$ cat src/rtl/qspi_flash_arbiter_if.sv
// Signal bundle between the two QSPI masters, the arbiter and the flash pad logic.
// The arbiter takes the slave side; the board top (or a bench) drives the master side.
interface qspi_flash_arbiter_if;
   logic       req0, gnt0, sclk0, cs_n0;
   logic [3:0] qdo0, oe0, qdi0;
   logic       req1, gnt1, sclk1, cs_n1;
   logic [3:0] qdo1, oe1, qdi1;
   logic [3:0] qdi;
   logic       spi_sclk, spi_csn;
   logic [3:0] qdo, oe;
   logic [1:0] owner;
   logic       fault;

   modport slave (
      input  req0, sclk0, cs_n0, qdo0, oe0,
      input  req1, sclk1, cs_n1, qdo1, oe1,
      input  qdi,
      output gnt0, gnt1, qdi0, qdi1,
      output spi_sclk, spi_csn, qdo, oe, owner, fault
   );

   modport master (
      output req0, sclk0, cs_n0, qdo0, oe0,
      output req1, sclk1, cs_n1, qdo1, oe1,
      output qdi,
      input  gnt0, gnt1, qdi0, qdi1,
      input  spi_sclk, spi_csn, qdo, oe, owner, fault
   );
endinterface

$ cat src/rtl/qspi_flash_arbiter.sv
// Round-robin arbiter sharing one QSPI flash between two masters, frame-granular with a deselect guard.
// Define SPI_ARB_TIMEOUT_EN to bound ownership to TIMEOUT_CYCLES clocks and raise a sticky fault.
module qspi_flash_arbiter #(
   parameter int unsigned GUARD_CYCLES   = 4,
   parameter int unsigned TIMEOUT_CYCLES = 1048576
) (
   input  logic                 clk,
   input  logic                 rst,
   qspi_flash_arbiter_if.slave  bus
);

   if (GUARD_CYCLES < 1 || GUARD_CYCLES > 255) begin : g_bad_guard
      $error("GUARD_CYCLES must be 1..255");
   end
   if (TIMEOUT_CYCLES < 1 || TIMEOUT_CYCLES > 2097151) begin : g_bad_timeout
      $error("TIMEOUT_CYCLES must fit the 21-bit hold counter");
   end

   typedef enum logic [1:0] {IDLE, OWN0, OWN1, GUARD} state_e;

   localparam logic [7:0] GUARD_LOAD = 8'(GUARD_CYCLES - 1);

   state_e     state_q, state_d;
   logic       rr_q, rr_d;            // port that wins the next tie
   logic [7:0] guard_cnt_q, guard_cnt_d;
   logic       fault_q, fault_d;
   logic       owned, own_req, own_csn, timeout;

   assign owned   = (state_q == OWN0) || (state_q == OWN1);
   assign own_req = (state_q == OWN1) ? bus.req1  : bus.req0;
   assign own_csn = (state_q == OWN1) ? bus.cs_n1 : bus.cs_n0;

`ifdef SPI_ARB_TIMEOUT_EN
   localparam logic [20:0] HOLD_LAST = 21'(TIMEOUT_CYCLES - 1);
   logic [20:0] hold_cnt_q, hold_cnt_d;

   // Zero outside ownership, so it is already clear on the first owned clock.
   assign hold_cnt_d = owned ? hold_cnt_q + 21'd1 : '0;
   assign timeout    = owned && (hold_cnt_q == HOLD_LAST);

   always_ff @(posedge clk or posedge rst) begin
      if (rst) hold_cnt_q <= '0;
      else     hold_cnt_q <= hold_cnt_d;
   end
`else
   assign timeout = 1'b0;
`endif

   // NOTE: sequential state uses <= so every flop samples pre-edge values regardless of block order.
   always_ff @(posedge clk or posedge rst) begin
      if (rst) begin
         state_q     <= IDLE;
         rr_q        <= 1'b0;
         guard_cnt_q <= '0;
         fault_q     <= 1'b0;
      end else begin
         state_q     <= state_d;
         rr_q        <= rr_d;
         guard_cnt_q <= guard_cnt_d;
         fault_q     <= fault_d;
      end
   end

   // NOTE: every comb output gets a default first, so no path leaves it unassigned (no latch).
   always_comb begin
      state_d     = state_q;
      rr_d        = rr_q;
      guard_cnt_d = guard_cnt_q;
      fault_d     = fault_q;
      case (state_q)
         IDLE: begin
            if (bus.req0 && (!bus.req1 || !rr_q)) begin
               state_d = OWN0;
               rr_d    = 1'b1;
            end else if (bus.req1) begin
               state_d = OWN1;
               rr_d    = 1'b0;
            end
         end
         OWN0, OWN1: begin
            if (timeout) begin
               state_d     = GUARD;
               guard_cnt_d = GUARD_LOAD;
               fault_d     = 1'b1;
            end else if (!own_req && own_csn) begin
               state_d     = GUARD;
               guard_cnt_d = GUARD_LOAD;
            end
         end
         GUARD: begin
            if (guard_cnt_q == 8'd0) state_d = IDLE;
            else                     guard_cnt_d = guard_cnt_q - 8'd1;
         end
         default: state_d = IDLE;
      endcase
   end

   // Pads follow the registered owner combinationally, so the SPI path adds no latency.
   always_comb begin
      bus.gnt0     = 1'b0;
      bus.gnt1     = 1'b0;
      bus.owner    = 2'b00;
      bus.spi_sclk = 1'b0;
      bus.spi_csn  = 1'b1;
      bus.qdo      = 4'h0;
      bus.oe       = 4'h0;
      case (state_q)
         OWN0: begin
            bus.gnt0     = 1'b1;
            bus.owner    = 2'b01;
            bus.spi_sclk = bus.sclk0;
            bus.spi_csn  = bus.cs_n0;
            bus.qdo      = bus.qdo0;
            bus.oe       = bus.oe0;
         end
         OWN1: begin
            bus.gnt1     = 1'b1;
            bus.owner    = 2'b10;
            bus.spi_sclk = bus.sclk1;
            bus.spi_csn  = bus.cs_n1;
            bus.qdo      = bus.qdo1;
            bus.oe       = bus.oe1;
         end
         default: ;
      endcase
   end

   assign bus.qdi0  = bus.qdi;
   assign bus.qdi1  = bus.qdi;
   assign bus.fault = fault_q;

endmodule

$ cat src/flat_wrapper.sv
// flat-port wrapper written by rule: the top's interface ports become plain ports
module qspi_flash_arbiter_flat 
#(
   parameter int unsigned GUARD_CYCLES   = 4,
   parameter int unsigned TIMEOUT_CYCLES = 1048576
)
  (clk, rst, bus_req0, bus_sclk0, bus_cs_n0, bus_qdo0, bus_oe0, bus_req1, bus_sclk1, bus_cs_n1, bus_qdo1, bus_oe1, bus_qdi, bus_gnt0, bus_gnt1, bus_qdi0, bus_qdi1, bus_spi_sclk, bus_spi_csn, bus_qdo, bus_oe, bus_owner, bus_fault);
  qspi_flash_arbiter_if bus_i ();
  input  logic clk;
  input  logic rst;
  input wire logic [$bits(bus_i.req0)-1:0] bus_req0;
  input wire logic [$bits(bus_i.sclk0)-1:0] bus_sclk0;
  input wire logic [$bits(bus_i.cs_n0)-1:0] bus_cs_n0;
  input wire logic [$bits(bus_i.qdo0)-1:0] bus_qdo0;
  input wire logic [$bits(bus_i.oe0)-1:0] bus_oe0;
  input wire logic [$bits(bus_i.req1)-1:0] bus_req1;
  input wire logic [$bits(bus_i.sclk1)-1:0] bus_sclk1;
  input wire logic [$bits(bus_i.cs_n1)-1:0] bus_cs_n1;
  input wire logic [$bits(bus_i.qdo1)-1:0] bus_qdo1;
  input wire logic [$bits(bus_i.oe1)-1:0] bus_oe1;
  input wire logic [$bits(bus_i.qdi)-1:0] bus_qdi;
  output wire logic [$bits(bus_i.gnt0)-1:0] bus_gnt0;
  output wire logic [$bits(bus_i.gnt1)-1:0] bus_gnt1;
  output wire logic [$bits(bus_i.qdi0)-1:0] bus_qdi0;
  output wire logic [$bits(bus_i.qdi1)-1:0] bus_qdi1;
  output wire logic [$bits(bus_i.spi_sclk)-1:0] bus_spi_sclk;
  output wire logic [$bits(bus_i.spi_csn)-1:0] bus_spi_csn;
  output wire logic [$bits(bus_i.qdo)-1:0] bus_qdo;
  output wire logic [$bits(bus_i.oe)-1:0] bus_oe;
  output wire logic [$bits(bus_i.owner)-1:0] bus_owner;
  output wire logic [$bits(bus_i.fault)-1:0] bus_fault;
  assign bus_i.req0 = bus_req0;
  assign bus_i.sclk0 = bus_sclk0;
  assign bus_i.cs_n0 = bus_cs_n0;
  assign bus_i.qdo0 = bus_qdo0;
  assign bus_i.oe0 = bus_oe0;
  assign bus_i.req1 = bus_req1;
  assign bus_i.sclk1 = bus_sclk1;
  assign bus_i.cs_n1 = bus_cs_n1;
  assign bus_i.qdo1 = bus_qdo1;
  assign bus_i.oe1 = bus_oe1;
  assign bus_i.qdi = bus_qdi;
  assign bus_gnt0 = bus_i.gnt0;
  assign bus_gnt1 = bus_i.gnt1;
  assign bus_qdi0 = bus_i.qdi0;
  assign bus_qdi1 = bus_i.qdi1;
  assign bus_spi_sclk = bus_i.spi_sclk;
  assign bus_spi_csn = bus_i.spi_csn;
  assign bus_qdo = bus_i.qdo;
  assign bus_oe = bus_i.oe;
  assign bus_owner = bus_i.owner;
  assign bus_fault = bus_i.fault;
  qspi_flash_arbiter #(.GUARD_CYCLES(GUARD_CYCLES), .TIMEOUT_CYCLES(TIMEOUT_CYCLES)) u_core (.clk(clk), .rst(rst), .bus(bus_i));
endmodule
$ cat config.mk
export PLATFORM = sky130hd
export DESIGN_NAME = qspi_flash_arbiter_flat
export DESIGN_NICKNAME = d
export VERILOG_FILES = /design/src/rtl/qspi_flash_arbiter_if.sv /design/src/rtl/qspi_flash_arbiter.sv /design/src/flat_wrapper.sv
export SDC_FILE = /design/constraint.sdc
export NUM_CORES = 1
export LEC_CHECK = 0
export ABC_CLOCK_PERIOD_IN_PS = 4800
export CELL_PAD_IN_SITES_DETAIL_PLACEMENT = 0
export CELL_PAD_IN_SITES_GLOBAL_PLACEMENT = 1
export CORE_UTILIZATION = 29
export DETAILED_ROUTE_END_ITERATION = 6
export PLACE_DENSITY_LB_ADDON = 0.05
export SLEW_MARGIN = 20
export SYNTH_ARGS = -nofsm -noshare
export SYNTH_HDL_FRONTEND = slang
export SYNTH_SLANG_ARGS = --single-unit
$ cat constraint.sdc
create_clock -name clk -period 4.8 [get_ports clk]
set_input_delay 0.48 -clock clk [delete_from_list [all_inputs] [get_ports clk]]
set_output_delay 0.48 -clock clk [all_outputs]
set_load 0.03 [all_outputs]
Word level (Yosys, flattened, before mapping). Index checks and enable logic that the tools add are counted.

Add/sub/neg operators: 1. Equal/unequal tests: 7. Muxes and demuxes: 19. Reductions and logical operators: 14.

Operators with widths (count): 2-to-1 mux 8 bit (2); case mux 4 bit (2 select lines) (2); case mux 8 bit (2 select lines) (1); logical NOT 8 bit (1); 2-to-1 mux 2 bit (4); subtractor 8 x 1 -> 8 bit (second input constant) (1); 2-to-1 mux 1 bit (6); case mux 2 bit (3 select lines) (1); AND reduction 3 bit (2); equality test 2 bit (second input constant) (2); inequality test 2 x 1 -> 1 bit (second input constant) (2); case mux 1 bit (2 select lines) (2); case mux 2 bit (2 select lines) (1); nonzero test 2 bit (2); logical NOT 1 bit (3); inequality test 3 x 2 -> 1 bit (second input constant) (1); equality test 2 x 1 -> 1 bit (second input constant) (1); logical AND 1 bit (2); logical NOT 2 bit (1); inequality test 2 bit (second input constant) (1); AND reduction 2 bit (1); OR reduction 2 bit (1); logical OR 1 bit (1).

Bits in registers: 11. Bits of input ports: 28. Output and inout port bits: 23. Logic and storage cells: 44.

Depth between registers and ports, before layout.
Depth in word-level cells: 6. Gate-level depth with buffers: 6. Gate-level depth less buffers: 6.

Worst setup path after synthesis. No wires, ideal clock.

Path kind: reg-to-output. From: reg u_core.state_q[0]. To: out bus_oe[1]. Data arrival time: 1729 ps. Data required time: 4320 ps. Setup slack: 2591 ps. Cell stages (with the launch flop): 6. Buffers on the path: 1. Cells stage by stage: dfrtp_1 -> inv_1 -> ha_1 -> clkbuf_1 -> a22oi_1 -> nor2_1.

Word-level cells in the longest chain between the ends: 2. Elaborated cells on any way between the ends: 3. Those cells by class: 2 x eq/ne; 1 x mux.

Ends and longest elaborated chain: start: declaration (line qspi_flash_arbiter.sv:23) `state_e state_q, state_d;`; start signal: assignment (line qspi_flash_arbiter.sv:57) `state_q <= state_d;`; equality test 2 bit / equality test 2 x 1 -> 1 bit (equally long branches); case mux 4 bit (2 select lines) * (line qspi_flash_arbiter.sv:107) `case (state_q)`; end: declaration (line flat_wrapper.sv:29) `output wire logic [$bits(bus_i.oe)-1:0] bus_oe;`.

Every way passes the cells marked *; elsewhere a longest branch is shown, timed or not.

Final worst setup path.
From: reg u_core.state_q[0]. To: out bus_spi_csn.

Word-level cells in the longest chain between the ends: 2. Elaborated cells on any way between the ends: 3. Those cells by class: 2 x eq/ne; 1 x mux.

Ends and longest elaborated chain: equality test 2 bit / equality test 2 x 1 -> 1 bit (equally long branches); case mux 1 bit (2 select lines) * (line qspi_flash_arbiter.sv:107); end: declaration (line flat_wrapper.sv:27) `output wire logic [$bits(bus_i.spi_csn)-1:0] bus_spi_csn;`.

Marked as above.

==> impl_metrics.py <==
metrics = {
    "worst_setup_path": {
        "cp-end-kind": "output port",
        "path_class": "reg -> out",
        "critPathMaxFanout": 11,
        "reg2reg_from": "u_core.state_q[0]$_DFFE_PP0P_",
        "cp-start-kind": "flip-flop",
        "crit_required_ns": 4.32,
        "startpoint": "u_core.state_q[0]$_DFFE_PP0P_",
        "critPathArrivalTime_ns": 2.26,
    },
    "synthesis": {
        "synthesis.instances": 112,
        "syn_nets": 147,
        "synth_cell_types": 37,
        "synth-main-ff-cell": "dfrtp_1",
        "synth_top_area_share_pct": 28.7,
        "synth-seq-cells": 11,
        "yosysMostFrequentCell": "nor2_1",
        "synth_edf_count": 0,
        "synth_area_leaders": "dfrtp_1, ha_1, buf_4",
        "avgSynthCellArea_sq_um": 8.56,
        "netlist_area_sq_um": 958,
        "synth_top_cell_by_area": "dfrtp_1",
        "async_flop_share_pct": 100,
        "yosys_warnings": 0,
        "yosysSeqAreaShare_pct": 28.7,
        "synth_commonest_cells": "nor2_1, dfrtp_1, buf_4, a22oi_1, inv_1",
    },
    "floorplanning": {
        "placementRows": 20,
        "coreArea_sq_um": 3100,
        "dieHeight_um": 59.5,
        "ioPinCount": 51,
        "dieArea_sq_um": 3540,
        "initial_core_util_pct": 30.9,
        "die_w_um": 59.5,
    },
    "final_layout": {
        "areaGrowthSynthToFinish_pct": 38.1,
        "nets": 176,
        "fillers": 332,
        "seq_area_sq_um": 275,
        "antenna_cells": 0,
        "layout-drive-gt1-share_pct": 7.14,
        "multi_input_area_sq_um": 567,
    },
    "timing": {
        "layout_min_cycle_time_ns": 2.74,
        "maxSlewViolCount": 0,
        "fmax_mhz": 365,
        "final.setup_skew_ns": 0.0138,
        "hold_violations": 0,
        "tns_ns": 0,
        "finalWorstSetupSlack_ns": 2.06,
        "slew_headroom_pct": 65.1,
        "finalSetupViolCount": 0,
        "worstMarginPinSlew_ns": 0.516,
        "fin_crit_sh_pct": 57.1,
        "rsz0062_at_grt": "false",
    },
    "cts": {
        "clk_latency_ns": 0.28,
        "cts_resized": 0,
        "cts_setup_buffers": 0,
        "cts.reportedPaths.clkPinSlew_ns": 0.06,
        "cts_tree": "built",
        "root_buffer": "clkbuf_4",
        "cts_max_level": 1,
        "cts_hold_buffers": 0,
        "numCtsBuffers": 3,
        "clock-sinks": 11,
        "clockBufferDepth": 2,
    },
    "global_routing": {
        "grt_usage_pct": 14.8,
        "grt_max_degree": 15,
        "antenna_found_initial": 0,
        "grt_pass1_wl_um": 3930,
        "grt_remaining_overflow": 0,
        "grt_pass1_vias": 925,
    },
    "placement": {
        "io_buffers": 37,
        "hpwl_um": 1840,
        "preCtsSetupSlack_ns": 2.37,
        "place_congestion": 0.778,
    },
    "routing": {
        "final_antenna_net_count": 0,
        "route.vias.total": 929,
        "drc": 0,
        "drtIter0Drc": 42,
        "first_pass_iters": 4,
        "viasPerCell": 5.05,
        "wirelength_um": 2380,
        "wl_per_cell_um": 12.9,
    },
    "power": {
        "power.leakage_uw": 0.000548,
        "combPwrFrac_pct": 75.2,
        "seq_power_share_pct": 17.6,
        "internal-power_uw": 438,
        "p_sw_uw": 479,
        "ir_drop_mv": 0.350,
        "switching_share_pct": 52.2,
        "p_per_area_nw_per_um2": 693,
        "clock_power_share_pct": 7.2,
    },
    "min_path": {
        "hp-class": "reg -> reg",
        "worstHoldStart": "u_core.rr_q$_DFFE_PP0P_",
    },
    "status": {
        "run_status": "completed",
    },
    "job": {
        "max_cap_violations": 0,
    },
}
flip-flops by register name, summed over array words and instances, names as in the netlist:
name                cells
u_core.rr_q             1
u_core.state_q          2
u_core.guard_cnt_q      8
power by group through the flow:
stage,combinational [uW],clock [uW],sequential [uW]
after global routing,756,70.3,168
after detailed placement,689,0,162
after CTS,695,66.7,161
final,690,65.7,162
after global placement,697,0,162
after floorplan,506,0,153
per-stage QoR:
stage / util [%] / hold slack (ns) / cells / area (sq um) / power (uW)
2_1_floorplan: - / 0.332 / 112 / 958 / 659
3_3_place_gp: 41.8 / 0.465 / 180 / 1300 / 859
3_5_place_dp: 41.8 / 0.473 / 180 / 1300 / 852
4_1_cts: 42.7 / 0.486 / 184 / 1320 / 923
5_1_grt: 42.7 / 0.519 / 184 / 1320 / 994
6_report: 42.7 / 0.482 / 184 / 1320 / 918
final cells by class:
class | count | share of cell area (%)
clock buffers | 4 | 1.98
flip-flops and latches | 11 | 20.8
inverters | 8 | 2.27
well taps | 44 | 4.16
multi-input cells | 80 | 42.8
repair buffers | 37 | 28.0
kinds of logic after synthesis:
group                    share of synthesized area, %
other                                           0.391
multiplexers                                     2.61
AO/OA/AOI/OAI                                    25.6
buffers and inverters                            12.1
flip-flops                                       28.7
adder cells (fa/ha/maj)                          9.14
AND/OR/NAND/NOR                                  21.4
critical path, stage by stage (launching register included):
cell	delay (ns)
dfrtp_1	0.42
inv_1	0.09
ha_1	0.36
inv_1	0.29
a221o_1	0.17
clkdlybuf4s50_1	0.67
cell usage in the layout (no fill, tap or decap), types with 2 or more instances in the layout:
master,n
clkdlybuf4s50_1,37
nor2_1,12
dfrtp_1,11
a22oi_1,9
inv_1,8
ha_1,7
o21ai_0,6
nand2_1,5
nor3_1,4
a21oi_1,3
nand3_1,3
a31oi_1,3
clkbuf_4,3
nand4_1,2
o31ai_1,2
o2bb2ai_1,2
a21o_1,2
path summary, 6_finish.rpt:
| check | to | slack, ns | depth (start not counted) |
|---|---|---|---|
| worst max-delay path | bus_spi_csn | 2.06 | 5 |
| worst min-delay path | u_core.rr_q$_DFFE_PP0P_ | 0.48 | 1 |
| worst max register to register | u_core.guard_cnt_q[0]$_DFFE_PP0P_ | 2.55 | 6 |
| worst min register to register | u_core.rr_q$_DFFE_PP0P_ | 0.48 | 1 |
| max in group asynchronous | u_core.guard_cnt_q[6]$_DFFE_PP0P_ | 3.98 | 2 |
| min in group asynchronous | u_core.guard_cnt_q[5]$_DFFE_PP0P_ | 0.50 | 2 |
per-layer routing:
layer / wire (um) / vias to the layer above / track usage (%)
met4: 45 / 0 / 9.97
met1: 1110 / 422 / 18.0
met3: 163 / 4 / 2.84
met5: 0 / - / 0
met2: 1060 / 40 / 23.4
li1: - / 463 / -
No activity file was read; power rests on OpenSTA's default activity.
